==> config.mk <==
export PLATFORM = sky130hd
export DESIGN_NAME = cla_byte_serial_ctrl
export DESIGN_NICKNAME = d
export VERILOG_FILES = /design/src/rtl/cla_byte_serial_ctrl.sv
export SDC_FILE = /design/constraint.sdc
export NUM_CORES = 1
export LEC_CHECK = 0
export ABC_AREA = 0
export BUFFER_PORTS_ARGS = -buffer_cell sky130_fd_sc_hd__buf_2
export CORE_ASPECT_RATIO = 1.2
export CORE_MARGIN = 5
export CORE_UTILIZATION = 30
export CTS_BUF_LIST = sky130_fd_sc_hd__clkbuf_8
export DETAILED_ROUTE_END_ITERATION = 10
export SLEW_MARGIN = 20
export SYNTH_ARGS = -nofsm -noshare
export SYNTH_HDL_FRONTEND = slang
export SYNTH_SLANG_ARGS = --single-unit
==> constraint.sdc <==
create_clock -name clk -period 1.9 [get_ports clk]
set_input_delay 0.19 -clock clk [delete_from_list [all_inputs] [get_ports clk]]
set_output_delay 0.19 -clock clk [all_outputs]
set_load 0.005 [all_outputs]
==> src/rtl/cla_byte_serial_ctrl.sv <==
// Byte-serial add/subtract sequencer: drives one shared 8-bit CLA slice,
// one byte per clock LSB first, with valid/ready handshakes on both sides.
module cla_byte_serial_ctrl #(
  parameter int NBYTES = 4
) (
  input  logic                  clk,
  input  logic                  rst,
  input  logic                  in_valid,
  output logic                  in_ready,
  input  logic [8*NBYTES-1:0]   op_a,
  input  logic [8*NBYTES-1:0]   op_b,
  input  logic                  sub,
  input  logic                  carry_in,
  output logic [7:0]            cla_a,
  output logic [7:0]            cla_b,
  output logic                  cla_cin,
  input  logic [7:0]            cla_sum,
  input  logic                  cla_cout,
  output logic                  out_valid,
  input  logic                  out_ready,
  output logic [8*NBYTES-1:0]   result,
  output logic                  carry_out,
  output logic                  overflow
);

  localparam int IDXW = (NBYTES > 1) ? $clog2(NBYTES) : 1;
  localparam logic [IDXW-1:0] LAST_IDX = IDXW'(NBYTES - 1);

  typedef enum logic [1:0] {
    IDLE = 2'd0,
    RUN  = 2'd1,
    DONE = 2'd2
  } state_t;

  state_t                  state_q, state_d;
  logic [IDXW-1:0]         idx_q, idx_d;
  logic [NBYTES-1:0][7:0]  a_q, a_d;
  logic [NBYTES-1:0][7:0]  b_q, b_d;
  logic [NBYTES-1:0][7:0]  res_q, res_d;
  logic                    c_q, c_d;
  logic                    co_q, co_d;
  logic                    ov_q, ov_d;

  // State and datapath registers with synchronous reset
  always_ff @(posedge clk) begin
    if (rst) begin
      state_q <= IDLE;
      idx_q   <= '0;
      a_q     <= '0;
      b_q     <= '0;
      res_q   <= '0;
      c_q     <= 1'b0;
      co_q    <= 1'b0;
      ov_q    <= 1'b0;
    end else begin
      state_q <= state_d;
      idx_q   <= idx_d;
      a_q     <= a_d;
      b_q     <= b_d;
      res_q   <= res_d;
      c_q     <= c_d;
      co_q    <= co_d;
      ov_q    <= ov_d;
    end
  end

  // Next-state logic and CLA slice drive
  always_comb begin
    state_d = state_q;
    idx_d   = idx_q;
    a_d     = a_q;
    b_d     = b_q;
    res_d   = res_q;
    c_d     = c_q;
    co_d    = co_q;
    ov_d    = ov_q;
    cla_a   = 8'd0;
    cla_b   = 8'd0;
    cla_cin = 1'b0;
    case (state_q)
      IDLE: begin
        if (in_valid) begin
          // Subtraction is A + ~B + ~borrow, so the carry-in flips with sub
          a_d     = op_a;
          b_d     = sub ? ~op_b : op_b;
          c_d     = carry_in ^ sub;
          idx_d   = '0;
          state_d = RUN;
        end else begin
          state_d = IDLE;
        end
      end
      RUN: begin
        cla_a        = a_q[idx_q];
        cla_b        = b_q[idx_q];
        cla_cin      = c_q;
        res_d[idx_q] = cla_sum;
        c_d          = cla_cout;
        if (idx_q == LAST_IDX) begin
          co_d    = cla_cout;
          ov_d    = (a_q[idx_q][7] == b_q[idx_q][7]) && (cla_sum[7] != a_q[idx_q][7]);
          idx_d   = '0;
          state_d = DONE;
        end else begin
          idx_d   = idx_q + IDXW'(1);
        end
      end
      DONE: begin
        if (out_ready) begin
          state_d = IDLE;
        end else begin
          state_d = DONE;
        end
      end
      default: begin
        state_d = IDLE;
        idx_d   = '0;
      end
    endcase
  end

  assign in_ready  = (state_q == IDLE);
  assign out_valid = (state_q == DONE);
  assign result    = res_q;
  assign carry_out = co_q;
  assign overflow  = ov_q;

endmodule
==> key figures, run 1 <==
Outcome
  – Status: finished clean

GRT
  – Initial antenna violation count: 1
  – First-pass GRT wire length: 20090 um
  – Overflow after GRT: 0
  – Pin count of the biggest net entering global routing: 98
  – Number of global-route vias before repair: 4027
  – Total GRT Usage: 0.1443

Drt
  – Vias: 3996
  – Met2 Routed Length: 6310 um
  – First-pass iteration count of the detailed router: 4
  – Via density: 4.763
  – Routed wire length on met3: 754 um
  – Top routing layer in use: met5
  – Starting DRT DRC Count: 279
  – Wirelength per Cell: 15.10 um
  – Antenna-violating nets left: 0
  – Total wire length: 12670 um
  – DRC Markers: 0
  – M1 wire length: 5274 um

Clock tree
  – Reg clk slew, reported paths: 0.11 ns
  – CTS tree: built
  – H-tree Lvls: 3
  – Total CTS buffers: 9
  – Worst skew pair latency: 0.36 ns
  – Hold buffers post-CTS: 0
  – Num Clock Sinks: 103
  – Clock root buffer: clkbuf_8
  – Clock buffer depth: 2

STA
  – Max-slew violation count: 0
  – Final setup fails: 0
  – Clock period minus worst slack: 1.871 ns
  – Fin crit share: 0.9848
  – Fin. Hold Viols: 0
  – Worst clock skew: 0.01280 ns
  – Worst slew pin tran: 0.6848 ns
  – Slew headroom: 0.5435
  – Max Fclk: 534.4 MHz
  – RSZ-0062 raised after global routing: yes
  – Setup TNS: 0 ns
  – Slack of the critical path: 0.02879 ns

Logic synthesis
  – Syn Area/Cell: 8.830 sq um
  – Synth cell types: 27
  – Seq/Total Area, Yosys: 0.4597
  – Cell count after synthesis: 508
  – Cell area after synthesis: 4486 sq um
  – Synth Net Count: 591
  – FF+latch count, synth: 103
  – Yosys warnings: 0

Critical path
  – Reg2Reg Setup Slack: 0.11 ns
  – Required @ worst endpoint: 1.71 ns
  – Worst R2R Start: idx_q[0]
  – Critical path data arrival time: 1.68 ns
  – CP Launch Type: flop
  – Terminus of the critical flop-to-flop path: overflow
  – R2r worst-path depth: 5
  – Max FO, Critical Path: 8
  – Worst Setup End Kind: output port
  – Critical path startpoint: idx_q[1]
  – Crit path to: cla_b[4]
  – Crit Path Class: flop to output port

Floorplanning
  – Core area: 14840 sq um
  – Die width: 121.6 um
  – Io pins: 132
  – Initial Util: 0.3023
  – DIE HEIGHT: 144.0 um
  – Std cell rows: 49
  – Die footprint: 17510 sq um

Worst hold path
  – Worst hold path class: input pin to flop

Finish
  – Layout net count: 712
  – Share of cells above drive strength 1: 0.3265
  – Synth-to-Final Area Change: 28.70%

Power
  – Power density cells: 756.2 nW/um^2
  – Overall power: 4366 uW
  – Sequential Power Share: 0.539
  – Sw frac: 0.2825
  – Comb power frac: 0.167
  – Clock share of power: 0.294
  – Internal power: 3132 uW
  – Leakage: 0.002313 uW
  – Peak supply drop: 306.6 uV
  – Net switching power: 1233 uW

Placement
  – Post-DP HPWL: 9026 um
  – Port Buffers: 131
  – GPL Wtd Cong: 0.8401
  – Worst slack, placed: 0.1802 ns

Flow run
  – # Max-Cap Violations: 0
## layout make-up
| class | instances | area (sq um) |
|---|---|---|
| Antenna cell | 1 | 2.502 |
| Sequential cell | 103 | 2071 |
| Tap cell | 204 | 255.2 |
| Clock buffer | 9 | 123.9 |
| Fill cell | 1564 | 9064 |
| Multi-Input combinational cell | 357 | 2251 |
| Timing Repair Buffer | 154 | 997.2 |
| Clock inverter | 7 | 57.56 |
| Inverter | 4 | 15.01 |
## worst min-delay path by stage
stage	start	slack (ns)	endpoint	cells past startpoint
5_1_grt	op_a[19]	0.03	a_q[19]	3
2_1_floorplan	op_a[0]	0.33	a_q[0]	2
3_5_place_dp	op_a[10]	0.44	a_q[10]	3
3_3_place_gp	op_a[10]	0.44	a_q[10]	3
6_report	op_a[4]	0.05	a_q[4]	3
4_1_cts	op_a[10]	0.03	a_q[10]	3
## power groups by stage
stage,clock network (uW),logic (uW),registers (uW)
floorplan,0,434,2380
global placement,0,664,2390
detailed placement,0,679,2400
CTS,1340,713,2350
global route,1440,808,2370
finish,1290,728,2350
## cell usage in the layout, fill, tap and decap left out, drive strengths merged, types with 2 or more instances in the layout
cell	n
a211oi	32
a21oi	66
a32oi	2
and2	16
buf	153
clkbuf	9
clkinv	3
dfxtp	103
ha	4
inv	7
mux4	16
nand2	106
nand2b	3
nand3	24
nand3b	5
nor2	39
nor2b	2
o21bai	2
or3b	2
xnor2	33
## metrics by stage
| stage | util | cells | cell area (sq um) | hold slack, ns |
|---|---|---|---|---|
| floorplan | - | 508 | 4486 | 0.3260 |
| global placement | 0.3631 | 815 | 5388 | 0.4364 |
| detailed placement | 0.3631 | 815 | 5388 | 0.4414 |
| CTS | 0.3820 | 836 | 5668 | 0.02689 |
| global route | 0.3889 | 838 | 5771 | 0.03201 |
| finish | 0.3891 | 839 | 5773 | 0.05188 |
## routing by layer
| metal | vias up | GRT usage |
|---|---|---|
| li1 | 1969 | - |
| met1 | 1884 | 0.1742 |
| met2 | 113 | 0.2504 |
| met3 | 28 | 0.03425 |
| met4 | 2 | 0.05192 |
| met5 | - | 0 |
## kinds of logic (layout without fill, tap and decap cells)
group,count (synthesis),in the layout,share of synthesized area
compound gates,105,105,0.1414
xor+xnor,33,33,0.06444
fa+ha+maj,4,4,0.01116
buf+inv,48,174,0.04379
flops,103,103,0.4597
mux,16,16,0.08619
other cells,0,1,0
simple gates,199,199,0.1933
## cell usage after synthesis
cell        n  area share
nand2_1   106       0.089
dfxtp_1   103        0.46
a21oi_1    66       0.074
nor2_1     39       0.033
clkbuf_1   36       0.030
xnor2_1    33       0.064
a211oi_1   32       0.054
nand3_1    24       0.027
and2_1     16       0.022
mux4_2      9       0.045
buf_2       7      0.0078
mux4_1      7       0.041
nand3b_1    5      0.0084
ha_1        4       0.011
inv_1       4      0.0033
nand2b_1    3      0.0042
a32oi_1     2      0.0039
nor2b_1     2      0.0028
o21bai_1    2      0.0033
a221oi_1    1      0.0020
a311oi_2    1      0.0033
and3b_1     1      0.0020
buf_6       1      0.0025
nor3b_1     1      0.0017
o21a_1      1      0.0017
or3b_1      1      0.0020
or3b_2      1      0.0020
## registers in the layout (all words and copies together), names as in the netlist
signal,flops
idx_q,2
result,32
carry_out,1
b_q,32
a_q,32
c_q,1
state_q,2
overflow,1
## critical path, cell delays in order (launching register included)
cell,delay [ns]
dfxtp_4,0.39
buf_12,0.14
mux4_2,0.51
and2_4,0.18
buf_6,0.11
## timing repair
action	in CTS	in global routing
buffers inserted	4	2
resized for setup	26	20
endpoints found under the setup margin	16	16
pin swaps	1	4
gates cloned	1	0
Power figures use the tool's default switching activity.
==> run 2: changes to the inputs <==
==> constraint.sdc (replaced) <==
create_clock -name clk -period 1.9 [get_ports clk]
set_input_delay 0.38 -clock clk [delete_from_list [all_inputs] [get_ports clk]]
set_output_delay 0.38 -clock clk [all_outputs]
set_load 0.005 [all_outputs]
==> key figures, run 2 (synthesis gave the netlist of run 1 again) <==
Floorplanning
  – Die width: 121.6 um (unchanged)
  – DIE HEIGHT: 144.0 um (unchanged)
  – Io pins: 132 (unchanged)
  – Core area: 14840 sq um (unchanged)
  – Std cell rows: 49 (unchanged)
  – Initial Util: 0.3023 (unchanged)
  – Die footprint: 17510 sq um (unchanged)

STA
  – Max-slew violation count: 0 (unchanged)
  – Fin crit share: 1.091 (+0.1058)
  – Clock period minus worst slack: 2.072 ns (+0.2011 ns)
  – Setup TNS: -2.057 ns (-2.057 ns)
  – Fin. Hold Viols: 0 (unchanged)
  – Slack of the critical path: -0.1723 ns (-0.2011 ns)
  – Final setup fails: 16 (+16)
  – Worst clock skew: 0.01006 ns (-0.002742 ns)
  – Max Fclk: 482.6 MHz (-9.7%)
  – RSZ-0062 raised after global routing: yes
  – Slew headroom: 0.5324 (-0.01108)
  – Worst slew pin tran: 0.7014 ns (+0.01661 ns)

Clock tree
  – CTS tree: built
  – Num Clock Sinks: 103 (unchanged)
  – Clock root buffer: clkbuf_8
  – Total CTS buffers: 9 (unchanged)
  – Clock buffer depth: 2 (unchanged)
  – Reg clk slew, reported paths: 0.11 ns (about the same)
  – Worst skew pair latency: 0.36 ns (about the same)
  – H-tree Lvls: 3 (unchanged)

Critical path
  – Critical path, cell by cell: buf_12 > mux4_2 > and2_4 > buf_6
  – Delay-heaviest family, CP: multiplexers
  – CP Launch Type: flop
  – Crit path buffers/inverters: 2 (unchanged)
  – R2r worst-path depth: 5 (unchanged)
  – Stages on worst setup path: 4 (unchanged)
  – Critical Path Slowest Stage Cell: mux4_2
  – Critical path data arrival time: 1.69 ns (about the same)
  – Required @ worst endpoint: 1.52 ns (-0.19 ns)
  – Critical path startpoint: idx_q[0]
  – Worst Setup End Kind: output port
  – Crit-path max cell delay: 0.52 ns (about the same)
  – Crit Path Class: flop to output port
  – Worst R2R Start: idx_q[0]
  – Max FO, Critical Path: 6 (-2)

GRT
  – Total GRT Usage: 0.1422 (-0.002112)
  – Initial antenna violation count: 0 (-1)
  – Overflow after GRT: 0 (unchanged)
  – First-pass GRT wire length: 19580 um (-2.6%)
  – Number of global-route vias before repair: 3860 (-4.1%)
  – Pin count of the biggest net entering global routing: 98 (unchanged)

Outcome
  – Status: finished with violations
  – Failing checks: negative setup slack

Power
  – Net switching power: 1230 uW (-0.24%)
  – Clock share of power: 0.336 (+0.042)
  – Comb power frac: 0.161 (-0.006)
  – Power density cells: 799.9 nW/um^2 (+5.8%)
  – Sw frac: 0.2631 (-0.01941)
  – Internal power: 3446 uW (+10%)
  – Sequential Power Share: 0.503 (-0.036)
  – Overall power: 4677 uW (+7.1%)
  – Leakage: 0.002344 uW (+1.4%)
  – Peak supply drop: 365.6 uV (+19%)

Finish
  – Diodes inserted: 0 (-1)
  – Most frequent cells in the layout: buf_2, nand2_1, dfxtp_1
  – Commonest non-fill, non-tap cell in the layout: buf_2
  – Layout net count: 712 (unchanged)
  – FILL cells: 1545 (-1.2%)
  – Share of cells above drive strength 1: 0.3218 (-0.004732)
  – Synth-to-Final Area Change: 30.35%

Placement
  – Post-DP HPWL: 8758 um (-3.0%)
  – Port Buffers: 131 (unchanged)
  – GPL Wtd Cong: 0.8372 (-0.35%)

Flow run
  – # Max-Cap Violations: 0 (unchanged)

Drt
  – Starting DRT DRC Count: 291 (+4.3%)
  – First-pass iteration count of the detailed router: 4 (unchanged)
  – Vias: 3937 (-1.5%)
  – Via density: 4.698 (-1.4%)
  – DRC Markers: 0 (unchanged)
  – Antenna-violating nets left: 0 (unchanged)
  – Wirelength per Cell: 15.00 um (-0.65%)
  – Total wire length: 12570 um (-0.77%)

Worst hold path
  – Hold path cells: 3 (unchanged)
  – Hold Crit Start: op_a[20]
  – Worst hold path class: input pin to flop
[run 2: cell types whose count changed in the layout (fill, tap and decap cells not counted), moves of 2 or more]
| cell | change |
|---|---|
| and2_1 | +3 |
| buf_12 | +4 |
| clkinv_4 | -3 |
| bufinv_16 | +2 |
| and2_4 | -3 |
| buf_8 | -2 |
| buf_6 | -3 |
[run 2: metrics by stage]
stage          instances  utilization  hold slack, ns  cell area, sq um  setup slack, ns
2_1_floorplan        508            -          0.4315              4487          0.09406
3_3_place_gp         812       0.3650          0.4380              5415          0.08603
3_5_place_dp         812       0.3650          0.4432              5415          0.05315
4_1_cts              833       0.3892          0.2177              5774          -0.2239
5_1_grt              838       0.3941          0.2292              5847          -0.2486
6_report             838       0.3941          0.2355              5847          -0.1723
[run 2: layout make-up]
| type | instances | area [sq um] | area share |
|---|---|---|---|
| repair buffers | 154 | 1039 | 0.1776 |
| multi-input cells | 357 | 2243 | 0.3837 |
| clock buffers | 10 | 137.6 | 0.02354 |
| inverters | 4 | 15.01 | 0.002568 |
| clock inverters | 6 | 90.09 | 0.01541 |
| well taps | 204 | 255.2 | 0.04366 |
| flip-flops and latches | 103 | 2067 | 0.3535 |
[run 2: routing by layer]
layer	vias to the layer above	routed length, um	GRT usage
li1	1971	-	-
met1	1858	5521	0.1787
met4	0	113	0.03953
met3	6	692	0.03346
met5	-	0	0
met2	102	6247	0.2443
[run 2: what timing repair did]
action | 4_1_cts | 5_1_grt
buffers inserted | 3 | 5
gates resized for setup | 27 | 8
setup endpoints to repair | 16 | 25
gates cloned | 2 | 0
pin swaps | 10 | 7
hold buffers | 0 | 0
[run 2: power groups by stage]
| stage | clock network [uW] | registers [uW] | logic (uW) |
|---|---|---|---|
| 5_1_grt | 1710 | 2370 | 830 |
| 3_3_place_gp | 0 | 2390 | 679 |
| 4_1_cts | 1620 | 2350 | 742 |
| 2_1_floorplan | 0 | 2380 | 434 |
| 6_report | 1570 | 2350 | 752 |
| 3_5_place_dp | 0 | 2400 | 690 |
[run 2: worst paths after layout]
check	slack (ns)	endpoint
worst min register to register	0.46	result[26]
worst max register to register	0.01	overflow
worst min-delay path	0.24	a_q[20]
worst max-delay path	-0.17	cla_a[7]
[run 2: worst register-to-register path, stage by stage (launching register included)]
cell	delay (ns)
dfxtp_4	0.41
buf_16	0.14
mux4_2	0.50
buf_4	0.15
or3b_1	0.38
a311oi_2	0.23
